File: src/rtl/threshold_hyst.sv
// threshold_hyst: strobe-qualified ADC threshold detector with hysteresis, debounce,
// rising-crossing pulse and saturating sample-period measurement.
module threshold_hyst #(
    parameter int ADC_WIDTH = 12,
    parameter int DEBOUNCE  = 2,
    parameter int CNT_WIDTH = 16
) (
    input  logic                 clk,
    input  logic                 rst_n,
    input  logic [ADC_WIDTH-1:0] adc_value,
    input  logic                 adc_value_change,
    input  logic [ADC_WIDTH-1:0] thr_high,
    input  logic [ADC_WIDTH-1:0] thr_low,
    output logic                 pulse,
    output logic                 level,
    output logic [CNT_WIDTH-1:0] period,
    output logic                 period_valid
);
    typedef enum logic [1:0] {LOW, ARM_HIGH, HIGH, ARM_LOW} state_t;
    localparam logic [3:0] DB = 4'(DEBOUNCE);
    state_t state, state_n;
    logic [3:0] dcnt, dcnt_n, dcnt_inc;
    logic chg_q, smp, ge_high, le_low, rise, seen;
    logic [CNT_WIDTH-1:0] scnt, scnt_inc;
    assign smp      = adc_value_change != chg_q;
    assign ge_high  = adc_value >= thr_high;
    assign le_low   = adc_value <= thr_low;
    assign dcnt_inc = dcnt + 4'd1;
    assign scnt_inc = &scnt ? scnt : scnt + 1'b1;
    // only a move from the low side into HIGH is a rising crossing
    assign rise     = !level && state_n == HIGH;
    always_ff @(posedge clk or negedge rst_n) begin
        if (!rst_n) begin
            state <= LOW;
            dcnt  <= 4'd0;
        end else begin
            state <= state_n;
            dcnt  <= dcnt_n;
        end
    end
    always_comb begin
        state_n = state;
        dcnt_n  = dcnt;
        if (smp) begin
            case (state)
                LOW: if (ge_high) begin
                    state_n = DB == 4'd1 ? HIGH : ARM_HIGH;
                    dcnt_n  = DB == 4'd1 ? 4'd0 : 4'd1;
                end
                ARM_HIGH: begin
                    state_n = !ge_high ? LOW : (dcnt_inc == DB ? HIGH : ARM_HIGH);
                    dcnt_n  = (ge_high && dcnt_inc != DB) ? dcnt_inc : 4'd0;
                end
                HIGH: if (le_low) begin
                    state_n = DB == 4'd1 ? LOW : ARM_LOW;
                    dcnt_n  = DB == 4'd1 ? 4'd0 : 4'd1;
                end
                ARM_LOW: begin
                    state_n = !le_low ? HIGH : (dcnt_inc == DB ? LOW : ARM_LOW);
                    dcnt_n  = (le_low && dcnt_inc != DB) ? dcnt_inc : 4'd0;
                end
            endcase
        end
    end
    always_comb begin
        level = state == HIGH || state == ARM_LOW;
    end
    always_ff @(posedge clk or negedge rst_n) begin
        if (!rst_n) begin
            chg_q        <= 1'b0;
            pulse        <= 1'b0;
            scnt         <= '0;
            period       <= '0;
            period_valid <= 1'b0;
            seen         <= 1'b0;
        end else begin
            chg_q <= adc_value_change;
            pulse <= rise;
            if (rise) begin
                scnt <= '0;
                seen <= 1'b1;
                if (seen) begin
                    period       <= scnt_inc;
                    period_valid <= 1'b1;
                end
            end else if (smp) begin
                scnt <= scnt_inc;
            end
        end
    end
endmodule

File: config.mk
export PLATFORM = sky130hd
export DESIGN_NAME = threshold_hyst
export DESIGN_NICKNAME = d
export VERILOG_FILES = /design/src/rtl/threshold_hyst.sv
export SDC_FILE = /design/constraint.sdc
export NUM_CORES = 1
export LEC_CHECK = 0
export ABC_AREA = 1
export CORE_AREA = 10 10 88 90
export DETAILED_ROUTE_END_ITERATION = 8
export DIE_AREA = 0 0 98 100
export PLACE_DENSITY = 0.76
export SLEW_MARGIN = 30
export SYNTH_ARGS = -nofsm -noshare
export SYNTH_HDL_FRONTEND = slang
export SYNTH_SLANG_ARGS = --single-unit
File: constraint.sdc
create_clock -name clk -period 2.1 [get_ports clk]
set_input_delay 0.42 -clock clk [delete_from_list [all_inputs] [get_ports clk]]
set_output_delay 0.42 -clock clk [all_outputs]
set_load 0.02 [all_outputs]
==> key figures <==
Status
  • Result of the run: finished, final reports clean

Clock network
  • Clock transition at the registers of the reported paths: 0.08 ns
  • Maximum buffer depth of the clock tree: 2
  • Level count of the clock H-tree: 2
  • Number of hold buffers added after cts: 0
  • TritonCTS clock tree: built
  • TritonCTS sink count: 42
  • Total clock buffers created by CTS: 5
  • Clock network latency to the later pin of the worst-skew pair: approximately 0.3 ns
  • Clock root buffer: sky130_fd_sc_hd__clkbuf_8

Yosys
  • Library cell with the largest summed area after synthesis: sky130_fd_sc_hd__dfrtp_1
  • Synthesized area per cell: ~7.1 um2
  • Mapped cell area: a little under 3000 um2
  • Nets in the synthesized netlist: 474
  • Predominant post-synthesis flop cell: sky130_fd_sc_hd__dfrtp_1
  • Share of synthesized cell area in and, or, nand and nor gates: 32.7%
  • Post-synthesis share of cell area spent on xor and xnor gates: 3.01%
  • Count of mapped cells out of synthesis: 408
  • Synthesized flop and latch total: 42
  • Post-synthesis sequential area ratio: between 30% and 40%
  • Warnings from Yosys: 0
  • Largest cells by area after synthesis: sky130_fd_sc_hd__dfrtp_1, sky130_fd_sc_hd__nand2_1, sky130_fd_sc_hd__ha_1, sky130_fd_sc_hd__inv_1, sky130_fd_sc_hd__nand3_1
  • Post-synthesis compound-gate area fraction: 5.58%
  • Fraction of registers with async set/reset: 100%
  • Unique cell type count in the Yosys netlist: 27
  • Multiplexer area fraction after synthesis: 0%
  • Largest family of logic cells by synthesized area: simple AND/OR/NAND/NOR gates
  • Top-area cell type share of the netlist area: 36.1%
  • Number of enable-type register cells in the synthesized netlist: 0
  • Adder-cell area share of the yosys netlist: a little under an eighth

Timing
  • Share of the cycle needed by the critical path after routing: between 90% and 100%
  • Actual slew at the worst max-slew pin: 0.530 ns
  • Number of max-slew violations in the final report: 0
  • Final-layout setup total negative slack: 0 ns
  • Final Skew: 0.00604 ns
  • Relative slew slack: 64.7%
  • Final number of setup-violating endpoints: 0
  • Final hold slack: 0.183 ns
  • Number of hold-slack violations in the final timing report: 0
  • Max Freq: 0.495 GHz
  • Final critical path time including I/O delays and setup: 2.02 ns

Placement
  • Post-detailed-placement half-perimeter wirelength: around 5500 um
  • Routability congestion estimate: slightly above 0.9
  • Count of input and output buffers: 57
  • Placed Cells: ~540
  • Post-place instance area: 3620 um2

Floorplanning
  • Die area: 9800 um2
  • Boundary Pins: 58
  • Width of the chip: 98 um
  • Placeable Area: 6130 um2
  • Starting density of the core: 47.5%
  • Site Rows: 29
  • Chip Height: 100 um

Worst setup path
  • Cell with the most instances on the worst path: sky130_fd_sc_hd__nand2_1
  • CP endpoint: period[7]
  • Category of the worst setup path capture point: flip-flop
  • First element of the critical path: adc_value[8]
  • Stage delay of the slowest cell on the critical path: 0.28 ns
  • Kind of critical path: input port to flip-flop
  • Slowest library cell on the worst path: sky130_fd_sc_hd__ha_1
  • Reg2Reg Depth: 13
  • Worst path cell trace: dlygate4sd2_1, ha_1, nand2_1, nor2_2, buf_4, buf_4, a21oi_2, nand2_2, nand2_2, nand2_4, nand3_4, buf_6, nor2_4, nand2_1, nand2_1
  • Required time of the worst setup path: 2.34 ns
  • Arrival time reported for the critical path endpoint: 2.26 ns
  • RR Startpoint: dcnt[0]
  • CP Max Fanout: 8
  • Sort of element at the start of the critical path: input port
  • Capture point of the worst reg-to-reg path: period[7]
  • Setup slack on the worst flop-to-flop path: 0.12 ns

Pwr
  • Leakage power figure: 2.16 nW
  • Max VDD drop: 0.684 mV
  • Power per cell area: 798 nW/um2

Drt
  • Vias after detailed routing: about 2800
  • Starting DRT DRC Count: 157
  • Routed wire length: 7770 um
  • Number of detailed-routing iterations run before antenna repair: 5
  • Number of vias per cell after detailed routing: just over 5
  • DR WL/cell: between 10 and 15 um
  • Drt drc: 0
  • Remaining antenna violation count after routing: 0

GRT
  • Wire length of the first global-routing pass: 13100 um
  • Gr ovfl total: 0
  • Maximum number of pins on one net before global-route repair: 43
  • GRT Resource Usage Total: roughly 16%
  • Number of global-route vias before repair: 2826
  • Number of antenna violations at the first check in global routing: 0

Layout
  • Final #Nets: ~550
  • Top library cells by usage in the layout, fill and taps aside: sky130_fd_sc_hd__nand2_1, sky130_fd_sc_hd__inv_1, sky130_fd_sc_hd__dfrtp_1
  • Post-Route Utilization: 65.6%
  • Finished Layout Cells: 560
  • Most common cell after layout, fill and taps aside: sky130_fd_sc_hd__nand2_1
  • Share of layout cells above drive strength 1: between 15 and 20%
  • # fillers: 498
  • # diodes: 0
  • Post-synthesis to final-layout area growth: 38.0%
  • Post-route design area: 4020 um2

Hold path
  • Hold Crit Class: input port to async pin

Flow run
  • Count of maximum capacitance violations: 0
critical path: cells and delay by family:
family	cells	cell delay, ns
AO/OA/AOI/OAI	1	0.04
adder cells (fa/ha/maj)	1	0.28
buffers and inverters	4	0.62
AND/OR/NAND/NOR	9	0.90
cell families (layout without fill, tap and decap cells):
family	Yosys count	after routing
AND/OR/NAND/NOR	217	218
flip-flops	42	42
AO/OA/AOI/OAI	31	31
XOR/XNOR	10	10
buffers and inverters	81	155
adder cells (fa/ha/maj)	27	27
power by group:
| group | switching, W | internal (W) |
|---|---|---|
| Sequential | 0.000107 | 0.000928 |
| Combinational | 0.000851 | 0.000692 |
| Clock | 0.000280 | 0.000350 |
worst min-delay path by stage:
stage,from,end
6_report,rst_n,dcnt[1]
5_1_grt,rst_n,chg_q
4_1_cts,rst_n,chg_q
3_5_place_dp,period[4],period[4]
3_3_place_gp,period_valid,period_valid
2_1_floorplan,rst_n,chg_q
flip-flops by register name (all words and copies together), names as in the netlist:
register / flops
period: 16
scnt: 16
dcnt: 4
state: 2
chg_q: 1
period_valid: 1
pulse: 1
seen: 1
synth_stat cells, drive strengths merged (2+ instances only):
master	n
xor2	10
buf	5
nor2	26
nand3b	3
ha	27
clkbuf	2
nand4	9
dfrtp	42
o21ai	18
nand2	144
a21oi	10
nand3	30
nor3	5
inv	74
area by class of cell:
type	instances	area (um2)	area share [%]
Tap cell	77	96.3	2.40
Multi-Input combinational cell	286	1780	44.4
Inverter	74	278	6.91
Timing Repair Buffer	73	702	17.5
Sequential cell	42	1050	26.2
Clock inverter	3	40.0	0.996
Clock buffer	5	68.8	1.71
per-layer routing:
metal	GRT usage, %	vias to the layer above	share of wire, %
met5	0	-	0
met1	18.4	1334	42
li1	-	1420	-
met3	3.16	6	4.2
met2	28.2	58	53
met4	4.03	0	0.88
stage by stage:
step / power [W] / worst slack (ns)
final: 0.00321 / 0.0785
after global routing: 0.00343 / -0.0770
after CTS: 0.00315 / 0.00398
after detailed placement: 0.00232 / -0.386
after global placement: 0.00228 / -0.339
after floorplan: 0.00183 / 0.188
what timing repair did:
| item | 4_1_cts | 5_1_grt |
|---|---|---|
| resized for setup | 65 | 26 |
| buffers inserted | 5 | 2 |
| pin swaps | 34 | 19 |
| setup endpoints to repair | 32 | 37 |
| cloned | 2 | 0 |
Power figures use the tool's default switching activity.
